`src/rtl/wb_arb_pkg.sv`:
```
// Shared types and constants for the write-back port arbiter.
// Request payload widths here set the default (and required) data-path widths.
package wb_arb_pkg;

    localparam int WB_DATA_WIDTH = 32;
    localparam int WB_ADDR_WIDTH = 5;

    typedef logic req_idx_t;

    localparam req_idx_t REQ0 = 1'b0;
    localparam req_idx_t REQ1 = 1'b1;

    localparam int ZERO_REG = 0;

    typedef struct packed {
        logic [WB_ADDR_WIDTH-1:0] rd;
        logic [WB_DATA_WIDTH-1:0] data;
    } wb_req_t;

endpackage

```
`src/rtl/wb_port_arbiter_if.sv`:
```
// Two valid/ready write-back requesters, a hold input, the registered write port and the conflict counter.
// Master modport is the requester/register-file side; slave modport is the arbiter.
interface wb_port_arbiter_if #(
    parameter int DATA_WIDTH = 32,
    parameter int ADDR_WIDTH = 5,
    parameter int CNT_WIDTH  = 16
);
    logic                  hold;
    logic                  req0_valid;
    logic [ADDR_WIDTH-1:0] req0_rd;
    logic [DATA_WIDTH-1:0] req0_data;
    logic                  req0_ready;
    logic                  req1_valid;
    logic [ADDR_WIDTH-1:0] req1_rd;
    logic [DATA_WIDTH-1:0] req1_data;
    logic                  req1_ready;
    logic                  wb_en;
    logic [ADDR_WIDTH-1:0] wb_rd;
    logic [DATA_WIDTH-1:0] wb_data;
    logic [CNT_WIDTH-1:0]  conflict_cnt;

    modport master (
        output hold,
        output req0_valid, req0_rd, req0_data,
        input  req0_ready,
        output req1_valid, req1_rd, req1_data,
        input  req1_ready,
        input  wb_en, wb_rd, wb_data, conflict_cnt
    );

    modport slave (
        input  hold,
        input  req0_valid, req0_rd, req0_data,
        output req0_ready,
        input  req1_valid, req1_rd, req1_data,
        output req1_ready,
        output wb_en, wb_rd, wb_data, conflict_cnt
    );
endinterface

```
`src/rtl/wb_port_arbiter_rr_arb2.sv`:
```
// Two-way round-robin arbiter: combinational one-hot grant, last_grant pointer advances on transfer.
// Zero latency; hold suppresses every grant and freezes the pointer.
module rr_arb2
    import wb_arb_pkg::*;
(
    input  logic       clk,
    input  logic       rst,
    input  logic [1:0] valid,
    input  logic       hold,
    input  logic       transfer,
    output logic [1:0] grant
);

    req_idx_t last_grant;

    always_ff @(posedge clk or posedge rst) begin
        if (rst) begin
            last_grant <= REQ1;
        end else if (transfer) begin
            last_grant <= grant[REQ1] ? REQ1 : REQ0;
        end
    end

    // On a conflict the requester that did not win last time goes first.
    always_comb begin
        grant = 2'b00;
        if (!hold) begin
            case (valid)
                2'b01:   grant[REQ0] = 1'b1;
                2'b10:   grant[REQ1] = 1'b1;
                2'b11: begin
                    if (last_grant == REQ1) grant[REQ0] = 1'b1;
                    else                    grant[REQ1] = 1'b1;
                end
                default: grant = 2'b00;
            endcase
        end
    end

endmodule

```
`src/rtl/wb_port_arbiter.sv`:
```
// Register-file write-port arbiter: round-robin between execute and load, one-cycle registered output.
// Readies are combinational; hold or rst blocks both requesters, which stay pending.
module wb_port_arbiter
    import wb_arb_pkg::*;
#(
    parameter int DATA_WIDTH = 32,
    parameter int ADDR_WIDTH = 5,
    parameter int CNT_WIDTH  = 16
) (
    input  logic               clk,
    input  logic               rst,
    wb_port_arbiter_if.slave   bus
);

    if (DATA_WIDTH != WB_DATA_WIDTH || ADDR_WIDTH != WB_ADDR_WIDTH) begin : g_width_check
        $error("wb_port_arbiter: DATA_WIDTH/ADDR_WIDTH must match wb_req_t field widths");
    end

    localparam logic [CNT_WIDTH-1:0]  CNT_MAX = '1;
    localparam logic [ADDR_WIDTH-1:0] RD_ZERO = ADDR_WIDTH'(ZERO_REG);

    logic [1:0] valid;
    logic [1:0] grant;
    logic       transfer;
    logic       conflict;
    wb_req_t    req0;
    wb_req_t    req1;
    wb_req_t    sel;

    assign valid = {bus.req1_valid, bus.req0_valid};

    rr_arb2 u_arb (
        .clk      (clk),
        .rst      (rst),
        .valid    (valid),
        .hold     (bus.hold),
        .transfer (transfer),
        .grant    (grant)
    );

    assign bus.req0_ready = grant[REQ0] & ~rst;
    assign bus.req1_ready = grant[REQ1] & ~rst;

    assign transfer = (bus.req0_valid & bus.req0_ready) | (bus.req1_valid & bus.req1_ready);
    assign conflict = bus.req0_valid & bus.req1_valid & ~bus.hold;

    assign req0 = '{rd: bus.req0_rd, data: bus.req0_data};
    assign req1 = '{rd: bus.req1_rd, data: bus.req1_data};
    assign sel  = grant[REQ1] ? req1 : req0;

    // Writes to x0 are accepted and captured, but never enable the register file.
    always_ff @(posedge clk or posedge rst) begin
        if (rst) begin
            bus.wb_en   <= 1'b0;
            bus.wb_rd   <= '0;
            bus.wb_data <= '0;
        end else begin
            bus.wb_en <= transfer && (sel.rd != RD_ZERO);
            if (transfer) begin
                bus.wb_rd   <= sel.rd;
                bus.wb_data <= sel.data;
            end
        end
    end

    always_ff @(posedge clk or posedge rst) begin
        if (rst) begin
            bus.conflict_cnt <= '0;
        end else if (conflict && bus.conflict_cnt != CNT_MAX) begin
            bus.conflict_cnt <= bus.conflict_cnt + 1'b1;
        end
    end

endmodule

```
`src/flat_wrapper.sv`:
```
// flat-port wrapper written by rule: the top's interface ports become plain ports
module wb_port_arbiter_flat import wb_arb_pkg::*;
#(
    parameter int DATA_WIDTH = 32,
    parameter int ADDR_WIDTH = 5,
    parameter int CNT_WIDTH  = 16
)
  (clk, rst, bus_hold, bus_req0_valid, bus_req0_rd, bus_req0_data, bus_req0_ready, bus_req1_valid, bus_req1_rd, bus_req1_data, bus_req1_ready, bus_wb_en, bus_wb_rd, bus_wb_data, bus_conflict_cnt);
  wb_port_arbiter_if #(.DATA_WIDTH(DATA_WIDTH), .ADDR_WIDTH(ADDR_WIDTH), .CNT_WIDTH(CNT_WIDTH)) bus_i ();
  input  logic clk;
  input  logic rst;
  input wire logic [$bits(bus_i.hold)-1:0] bus_hold;
  input wire logic [$bits(bus_i.req0_valid)-1:0] bus_req0_valid;
  input wire logic [$bits(bus_i.req0_rd)-1:0] bus_req0_rd;
  input wire logic [$bits(bus_i.req0_data)-1:0] bus_req0_data;
  output wire logic [$bits(bus_i.req0_ready)-1:0] bus_req0_ready;
  input wire logic [$bits(bus_i.req1_valid)-1:0] bus_req1_valid;
  input wire logic [$bits(bus_i.req1_rd)-1:0] bus_req1_rd;
  input wire logic [$bits(bus_i.req1_data)-1:0] bus_req1_data;
  output wire logic [$bits(bus_i.req1_ready)-1:0] bus_req1_ready;
  output wire logic [$bits(bus_i.wb_en)-1:0] bus_wb_en;
  output wire logic [$bits(bus_i.wb_rd)-1:0] bus_wb_rd;
  output wire logic [$bits(bus_i.wb_data)-1:0] bus_wb_data;
  output wire logic [$bits(bus_i.conflict_cnt)-1:0] bus_conflict_cnt;
  assign bus_i.hold = bus_hold;
  assign bus_i.req0_valid = bus_req0_valid;
  assign bus_i.req0_rd = bus_req0_rd;
  assign bus_i.req0_data = bus_req0_data;
  assign bus_req0_ready = bus_i.req0_ready;
  assign bus_i.req1_valid = bus_req1_valid;
  assign bus_i.req1_rd = bus_req1_rd;
  assign bus_i.req1_data = bus_req1_data;
  assign bus_req1_ready = bus_i.req1_ready;
  assign bus_wb_en = bus_i.wb_en;
  assign bus_wb_rd = bus_i.wb_rd;
  assign bus_wb_data = bus_i.wb_data;
  assign bus_conflict_cnt = bus_i.conflict_cnt;
  wb_port_arbiter #(.DATA_WIDTH(DATA_WIDTH), .ADDR_WIDTH(ADDR_WIDTH), .CNT_WIDTH(CNT_WIDTH)) u_core (.clk(clk), .rst(rst), .bus(bus_i));
endmodule
```
`config.mk`:
```
export PLATFORM = sky130hd
export DESIGN_NAME = wb_port_arbiter_flat
export DESIGN_NICKNAME = d
export VERILOG_FILES = /design/src/rtl/wb_arb_pkg.sv /design/src/rtl/wb_port_arbiter_if.sv /design/src/rtl/wb_port_arbiter_rr_arb2.sv /design/src/rtl/wb_port_arbiter.sv /design/src/flat_wrapper.sv
export SDC_FILE = /design/constraint.sdc
export NUM_CORES = 1
export LEC_CHECK = 0
export CORE_ASPECT_RATIO = 1.25
export CORE_UTILIZATION = 40
export CTS_CLUSTER_DIAMETER = 120
export CTS_CLUSTER_SIZE = 8
export DETAILED_ROUTE_END_ITERATION = 12
export GPL_TIMING_DRIVEN = 0
export PLACE_DENSITY = 0.8
export SYNTH_ARGS = -nofsm -noshare
export SYNTH_HDL_FRONTEND = slang
export SYNTH_SLANG_ARGS = --single-unit
```
`constraint.sdc`:
```
create_clock -name clk -period 2.2 [get_ports clk]
set_input_delay 0.22 -clock clk [delete_from_list [all_inputs] [get_ports clk]]
set_output_delay 0.22 -clock clk [all_outputs]
set_load 0.005 [all_outputs]
```
==> impl_metrics.ini, run 1 <==
[run_status]
status = finished, final reports clean

[finish]
area_growth_pct = 59.3
final_core_util_pct = 67.3
drive_gt1_share_pct = 7.29
fill_cells = 517
stdcell_area_um2 = 4230
final_cells = 483
fin_nets = 477
insertedDiodeCount = 0

[sta]
grt_setup_unrepaired = no
finalHoldViolCount = 0
hold_ws_ns = 0.484
final_max_slew_viol_count = 0
max_slew_margin_pct = 53.9
tightest_slew_ns = 0.688
min_period_over_period_pct = 94.5
skew_ns = 0.00583
fin_crit_ns = 2.08
setup_viol = 0
tns_ns = 0
fmax_ghz = 0.481

[worst_setup_path]
ff2ff_setup_slack_ns = 0.47
crit_arrival_ns = 1.86
timing.rr.start = u_core.bus.conflict_cnt[0]
cpMaxStageDelayCell = clkdlybuf4s50_1
worstSetupStartpointType = input pin
end_kind = output pin
r2r_end = u_core.bus.conflict_cnt[1]
crit_buf_inv = 3
path_max_fanout = 10
crit_family = buffers and inverters
crit_cells = 5
cp.required_ns = 1.98
path_cells = clkdlybuf4s50_1, nand3_1, buf_4, nor2_1, clkdlybuf4s50_1
worstSetupPathType = input pin to output pin
r2r_cells = 5
slowest_delay_ns = 0.58
cp_common_cell = clkdlybuf4s50_1

[placement]
gp_congestion = 0.844
dp_hpwl_mm = 5.36
port-buffer-count = 134
placedInstanceArea_um2 = 4110
placed_cells_incl_taps = 472

[synthesis]
yosys.area.top_type = dfrtp_1
synth_edf_count = 0
syn_area_um2 = 2660
synth_most_common_cell = dfrtp_1
synth.area.top_cells = dfrtp_1 (51%), mux2i_1 (14%), o21ai_0 (7.2%), nand2_1 (6.5%), xor2_1 (3.3%)
synthFlopType = dfrtp_1
synth_top_area_share_pct = 50.9
netlist_instances = 253
yosys_warnings = 0
synth_area_per_cell_um2 = 10.5
yosysUniqueCellTypes = 35
synth.net_count = 333
seq_area_frac_synth_pct = 51.9
synth-async-reset-ratio_pct = 100
synthTopCellsByCount = dfrtp_1 (54), nand2_1 (46), o21ai_0 (38), mux2i_1 (37), xor2_1 (10)
ys_ff_latch = 55

[die]
die_height_um = 93.1
ios = 135
fp.dieW_um = 74.9
core_um2 = 6290
dieArea_um2 = 6970
start_util_pct = 42.3
core.rowCount = 32

[power]
power_density_nw_per_um2 = 649
vdd_drop_max_uv = 301
leakagePower_nw = 2.00

[global_routing]
gr-usage-all-layers_pct = 21.9
grt_pass1_vias = 2515
grt.overflow.total = 0
antenna_found_initial = 0
grt_max_degree = 29
grt_pass1_wl_mm = 11.7

[clock_tree]
cts_tree = built
cts_buffers = 5
worst_skew_pair.late_latency_ns = 0.30
clock-root-buffer = clkbuf_8
htree_num_levels = 2
clk_pin_slew_ns = 0.09
holdBufCountCts = 0
cts.sinks = 55
cts_max_path_buffers = 2

[detailed_routing]
vias = 2425
ant_nets = 0
dr.pass1.iters = 4
finalWirelength_mm = 7.17
wl_per_cell_um = 14.8
drc = 0
vias_per_cell = 5.02
dr.first_iter.drc_count = 104

[hold_path]
hp-class = register to register
min_path_cells = 2
holdCritStartpoint = u_core.bus.wb_data[24]
min_to = u_core.bus.wb_data[24]

[job]
max_cap_viol_count = 0
[worst min-delay path: cells and delay by family (launching register included)]
family / cells / cell delay, ns
and+or+nand+nor: 1 / 0.04
DFF: 1 / 0.35
AOI/OAI and AO/OA: 1 / 0.06
[flip-flops by register name, summed over array words and instances (netlist names)]
name                     cells
u_core.bus.wb_en             1
u_core.bus.wb_rd             5
u_core.bus.wb_data          32
u_core.u_arb.last_grant      1
u_core.bus.conflict_cnt     16
[where the power goes]
| group | internal (mW) | switching (mW) |
|---|---|---|
| Combinational | 0.532 | 0.294 |
| Sequential | 1.18 | 0.137 |
| Clock | 0.288 | 0.315 |
| Total | 2.00 | 0.746 |
[logic make-up after synthesis]
logic type / Yosys count / synth area share (%)
adders and majority gates: 1 / 0.471
and+or+nand+nor: 81 / 16.6
xor gates and xnor gates: 11 / 3.63
AOI/OAI and AO/OA: 49 / 9.84
muxes: 39 / 14.9
DFF: 55 / 51.9
buffers and inverters: 17 / 2.68
[cells in the final DEF, fill, tap and decap left out, types with 3 or more instances in the layout]
master,n
xor2_1,10
clkbuf_1,7
buf_2,5
nand3_1,3
inv_1,4
clkdlybuf4s50_1,134
dfrtp_1,54
nor2_1,5
o21ai_0,38
nand2_1,46
nor3_1,9
a21oi_1,4
clkbuf_8,7
mux2i_1,37
[stage by stage]
step | power [mW] | setup WS [ns]
after floorplan | 1.60 | 0.172
after global placement | 2.15 | -1.15
after detailed placement | 2.17 | -1.20
after CTS | 2.78 | 0.0373
after global routing | 2.90 | 0.0190
final | 2.74 | 0.120
[metal layers]
metal | up-vias | track usage [%] | wire, um
met5 | - | 0 | 0
li1 | 1173 | - | -
met3 | 10 | 4.96 | 479
met2 | 96 | 39.3 | 3710
met1 | 1146 | 25.9 | 2880
met4 | 0 | 5.35 | 103
[final cells by class]
type / instances / area (um2) / share of cell area [%]
Buffer: 12 / 55.1 / 1.30
Clock buffer: 8 / 100 / 2.37
Inverter: 5 / 22.5 / 0.532
Multi-Input combinational cell: 181 / 1210 / 28.5
Sequential cell: 55 / 1380 / 32.6
Tap cell: 85 / 106 / 2.51
Timing Repair Buffer: 135 / 1350 / 31.9
Timing Repair inverter: 2 / 12.5 / 0.296
[how the worst max path moves through the flow]
stage	start	endpoint	slack (ns)
after global routing	bus_req0_valid	bus_req1_ready	0.02
after CTS	u_core.u_arb.last_grant	bus_req1_ready	0.04
after detailed placement	rst	u_core.bus.wb_data[25]	-1.20
final	bus_req1_valid	bus_req1_ready	0.12
after floorplan	rst	u_core.bus.wb_data[10]	0.17
after global placement	rst	u_core.bus.wb_data[7]	-1.15
[repair_timing]
item,4_1_cts,5_1_grt
cloned,2,0
pin swaps,0,0
setup endpoints to repair,38,1
setup buffers,1,0
gates resized for setup,0,2
No activity file was read; power rests on OpenSTA's default activity.
==> run 2, diff against run 1 <==
ABC_AREA = 1   (was default)
ABC_CLOCK_PERIOD_IN_PS = 2200   (was default)
CORE_UTILIZATION = 42   (was 40)
HOLD_SLACK_MARGIN = 0.15   (was default)
PLACE_DENSITY = 0.81   (was 0.8)
==> impl_metrics.ini, run 2 <==
[detailed_routing]
drc = 0
wl_met3_um = 543
met1_length_mm = 3.34
vias_per_cell = 4.87
wl_per_cell_um = 12.8
ant_nets = 0
dr.first_iter.drc_count = 115
dr_wl_met2_mm = 4.19
vias = 3125
maxUsedRoutingLayer = met4
dr.pass1.iters = 4
finalWirelength_mm = 8.22

[synthesis]
synth.net_count = 487
synth.area.top_cells = dfrtp_1 (45%), nand2_1 (22%), o211ai_1 (8.0%), inv_1 (7.0%), nor2_1 (2.4%)
synthTopCellsByCount = nand2_1 (178), inv_1 (56), dfrtp_1 (54), o211ai_1 (32), nor2_1 (19)
ys_ff_latch = 55
synthFlopType = dfrtp_1
synth_area_per_cell_um2 = 7.40
synth_edf_count = 0
yosysUniqueCellTypes = 27
synth_top_area_share_pct = 44.9
synth_most_common_cell = nand2_1
yosys_warnings = 0
synth-async-reset-ratio_pct = 100
netlist_instances = 407
yosys.area.top_type = dfrtp_1
syn_area_um2 = 3010
seq_area_frac_synth_pct = 45.7

[clock_tree]
cts_resized = 0
cts.sinks = 55
holdBufCountCts = 0
cts_setup_buffers = 2
clock-root-buffer = clkbuf_8
htree_num_levels = 2
cts_buffers = 5
clk_pin_slew_ns = 0.09
cts_tree = built
cts_max_path_buffers = 2
worst_skew_pair.late_latency_ns = 0.31

[global_routing]
gr-usage-all-layers_pct = 22.9
grt.overflow.total = 0
grt_pass1_vias = 3090
grt_max_degree = 29
grt_pass1_wl_mm = 13.7
antenna_found_initial = 0

[finish]
largest_register_ffs = 32
insertedDiodeCount = 0
layout_commonest_cell = nand2_1
mostFrequentLayoutCells = nand2_1 (178), clkdlybuf4s50_1 (134), inv_1 (55)
area_growth_pct = 52.2
regMostFlops = u_core.bus.wb_data
fill_cells = 640
reg.largest.list = u_core.bus.wb_data (32), u_core.bus.conflict_cnt (16), u_core.bus.wb_rd (5)
drive_gt1_share_pct = 7.25
fin_nets = 632

[sta]
max_slew_margin_pct = 53.3
final_max_slew_viol_count = 0
skew_ns = 0.0124
fin_ws_ns = 0.176
grt_setup_unrepaired = no
setup_viol = 0
hold_ws_ns = 0.487
fmax_ghz = 0.494
fin_crit_ns = 2.02
min_period_over_period_pct = 92.0
tightest_slew_ns = 0.696
finalHoldViolCount = 0

[worst_setup_path]
startpoint = rst
worstSetupStartpointType = input pin
path_max_fanout = 4
cpMaxStageDelayCell = clkdlybuf4s50_1
slowest_delay_ns = 0.66
end_kind = output pin
path_cells = clkdlybuf4s50_1, clkinvlp_4, nand3_1, inv_1, clkdlybuf4s50_1
timing.rr.start = u_core.bus.conflict_cnt[1]
cp.required_ns = 1.98
cp_common_cell = clkdlybuf4s50_1
worstSetupPathType = input pin to output pin
crit_arrival_ns = 1.80

[die]
ios = 135
dieArea_um2 = 7520
fp.dieW_um = 77.7
core.rowCount = 34
core_um2 = 6930
die_height_um = 96.7
start_util_pct = 43.4

[placement]
gp_congestion = 0.854
dp_slack_ns = -0.958
dp_hpwl_mm = 6.02
port-buffer-count = 134

[power]
switching_power_uw = 881
seqPwrFrac_pct = 46.1
power_density_nw_per_um2 = 651
vdd_drop_max_uv = 378
sw_frac_of_total_pct = 29.5
leakagePower_nw = 2.26
power_frac_clock_pct = 19.2
power.internal_mw = 2.10
power_frac_comb_pct = 34.6

[hold_path]
hp-class = register to register
holdCritStartpoint = u_core.bus.wb_data[0]

[run_status]
status = finished, final reports clean

[job]
max_cap_viol_count = 0
run 2: per-layer routing:
layer,up-vias,track usage [%]
met1,1439,25.8
met4,0,8.13
met2,113,42.1
met3,13,4.53
li1,1560,-
met5,-,0
run 2: layout make-up:
class | count | area [um2] | share of cell area [%]
Timing Repair inverter | 2 | 12.5 | 0.273
Timing Repair Buffer | 136 | 1360 | 29.6
Multi-Input combinational cell | 277 | 1320 | 28.8
Sequential cell | 55 | 1380 | 30.0
Inverter | 59 | 226 | 4.94
Clock inverter | 1 | 5.00 | 0.109
Buffer | 16 | 91.3 | 1.99
Clock buffer | 6 | 82.6 | 1.80
Tap cell | 90 | 113 | 2.46
run 2: kinds of logic after synthesis:
group                      after synthesis  synth area share, %
AOI/OAI and AO/OA                       46                 10.9
DFF                                     55                 45.7
buffers and inverters                   75                 10.4
xor gates and xnor gates                 7                 2.04
adders and majority gates                1                0.415
and+or+nand+nor                        223                 30.5
run 2: power by group through the flow:
stage	sequential, mW	clock (mW)	combinational (mW)
6_report	1.38	0.574	1.03
5_1_grt	1.40	0.635	1.14
4_1_cts	1.38	0.586	1.05
3_5_place_dp	1.39	0	1.04
3_3_place_gp	1.39	0	1.01
2_1_floorplan	1.40	0	0.354
run 2: worst paths after layout:
| path | cells after the start | end | slack, ns |
|---|---|---|---|
| worst max-delay path | 5 | bus_req1_ready | 0.18 |
| worst min-delay path | 2 | u_core.bus.wb_data[0] | 0.49 |
| worst max register to register | 9 | u_core.bus.conflict_cnt[13] | 0.47 |
| worst min register to register | 2 | u_core.bus.wb_data[0] | 0.49 |
| max in group asynchronous | 2 | u_core.bus.conflict_cnt[3] | 1.27 |
| min in group asynchronous | 3 | u_core.bus.wb_data[7] | 0.51 |
run 2: metrics by stage:
| step | instances | util [%] | power (mW) | area [um2] | setup TNS, ns |
|---|---|---|---|---|---|
| 6_report | 642 | 66.1 | 2.98 | 4580 | 0 |
| 5_1_grt | 642 | 66.1 | 3.17 | 4580 | 0 |
| 4_1_cts | 642 | 66.1 | 3.01 | 4580 | 0 |
| 3_5_place_dp | 631 | 64.5 | 2.43 | 4470 | -36.86 |
| 3_3_place_gp | 631 | 64.5 | 2.40 | 4470 | -35.92 |
| 2_1_floorplan | 407 | - | 1.75 | 3020 | 0 |
run 2: worst max-delay path: cells and delay by family:
kind          cells  cell delay [ns]
buf+inv           4             1.39
simple gates      1             0.18
==> run 3, diff against run 2 <==
CAP_MARGIN = 40   (was default)
==> impl_metrics.ini, run 3 (synthesis results as in run 2) <==
[finish]
drive_gt1_share_pct = 7.08
area_growth_pct = 52.4
stdcell_area_um2 = 4590
largest_register_ffs = 32
insertedDiodeCount = 0
layout_commonest_cell = nand2_1
fill_cells = 642
mostFrequentLayoutCells = nand2_1 (178), clkdlybuf4s50_1 (134), inv_1 (55)
fin_nets = 631
final_cells = 641
reg.largest.list = u_core.bus.wb_data (32), u_core.bus.conflict_cnt (16), u_core.bus.wb_rd (5)
regMostFlops = u_core.bus.wb_data

[global_routing]
grt_pass1_wl_mm = 13.8
gr-usage-all-layers_pct = 23.0
grt.overflow.total = 0
antenna_found_initial = 0
grt_pass1_vias = 3153
grt_max_degree = 31

[power]
leakagePower_nw = 2.27
power_density_nw_per_um2 = 650
vdd_drop_max_uv = 445
p_total_mw = 2.98

[clock_tree]
clock-root-buffer = clkbuf_8
cts_max_path_buffers = 2
cts_tree = built
cts_buffers = 5
cts_resized = 0
clk_pin_slew_ns = 0.10
cts.sinks = 55
htree_num_levels = 2
worst_skew_pair.late_latency_ns = 0.31

[worst_setup_path]
ff2ff_setup_slack_ns = 0.47
r2r_end = u_core.bus.conflict_cnt[1]
end_kind = output pin
cp_common_cell = clkdlybuf4s50_1
worstSetupPathType = input pin to output pin
cp.required_ns = 1.98
path_max_fanout = 30
crit_buf_inv = 5
crit_family = buffers and inverters
slowest_delay_ns = 0.59
cpMaxStageDelayCell = clkdlybuf4s50_1
r2r_cells = 9
crit_arrival_ns = 1.84
timing.rr.start = u_core.bus.conflict_cnt[0]
worstSetupStartpointType = input pin
path_cells = clkdlybuf4s50_1, clkinvlp_4, buf_12, nand3_1, inv_1, clkdlybuf4s50_1

[sta]
grt_setup_unrepaired = no
skew_ns = 0.00958
fmax_ghz = 0.485
tns_ns = 0
tightest_slew_ns = 0.640
fin_ws_ns = 0.137
min_period_over_period_pct = 93.8
max_slew_margin_pct = 57.1
final_max_slew_viol_count = 0
fin_crit_ns = 2.06
setup_viol = 0
finalHoldViolCount = 0

[placement]
placed_cells_incl_taps = 632
port-buffer-count = 134
dp_hpwl_mm = 6.20
gp_congestion = 0.854
placedInstanceArea_um2 = 4490
dp_slack_ns = -0.463

[detailed_routing]
dr.first_iter.drc_count = 102
finalWirelength_mm = 8.14
drc = 0
vias = 3137
wl_per_cell_um = 12.7
vias_per_cell = 4.89
dr.pass1.iters = 4
ant_nets = 0

[die]
fp.dieW_um = 77.7
core.rowCount = 34
core_um2 = 6930
ios = 135
start_util_pct = 43.4
die_height_um = 96.7
dieArea_um2 = 7520

[hold_path]
hp-class = input pin to asynchronous set/reset pin

[run_status]
status = finished, final reports clean

[job]
max_cap_viol_count = 0
## run 3: report_power, final
group / total, mW / internal, mW / leakage [nW] / switching (mW)
Sequential: 1.38 / 1.22 / 0.698 / 0.154
Clock: 0.573 / 0.248 / 0.0470 / 0.325
Combinational: 1.03 / 0.631 / 1.52 / 0.401
## run 3: layer usage
layer | vias to the layer above | GRT usage, % | part of all wire [%]
met5 | - | 0 | 0
met4 | 0 | 7.11 | 2.0
met3 | 14 | 5.57 | 7.4
met2 | 124 | 41.7 | 51
met1 | 1444 | 26.1 | 39
li1 | 1555 | - | -
## run 3: layout make-up
type	count	area, um2	area share (%)
inverters	59	226	4.93
clock buffers	6	82.6	1.80
flip-flops and latches	55	1380	30.0
plain buffers	16	91.3	1.99
clock inverters	1	5.00	0.109
repair inverters	1	5.00	0.109
well taps	90	113	2.45
multi-input cells	277	1320	28.8
repair buffers	136	1370	29.8
## run 3: repair_timing
action,4_1_cts,5_1_grt
setup endpoints to repair,40,0
buffers inserted,1,0
hold buffers,0,0
## run 3: per-stage QoR
step	hold WS [ns]	utilization (%)
6_report	0.423	66.2
5_1_grt	0.428	66.2
4_1_cts	0.414	66.2
3_5_place_dp	0.466	64.7
3_3_place_gp	0.463	64.5
2_1_floorplan	0.306	-
## run 3: worst min-delay path: cells and delay by family
family                 cells  cell delay (ns)
buffers and inverters      3             0.87
## run 3: worst max-delay path by stage
stage               start                      to  slack [ns]  cells past startpoint
floorplan             rst   u_core.bus.wb_data[0]        0.23                      7
global placement      rst  u_core.bus.wb_data[19]       -0.92                      8
detailed placement    rst   u_core.bus.wb_data[7]       -0.46                      9
CTS                   rst          bus_req1_ready        0.14                      6
global route          rst          bus_req1_ready        0.06                      6
finish                rst          bus_req1_ready        0.14                      6
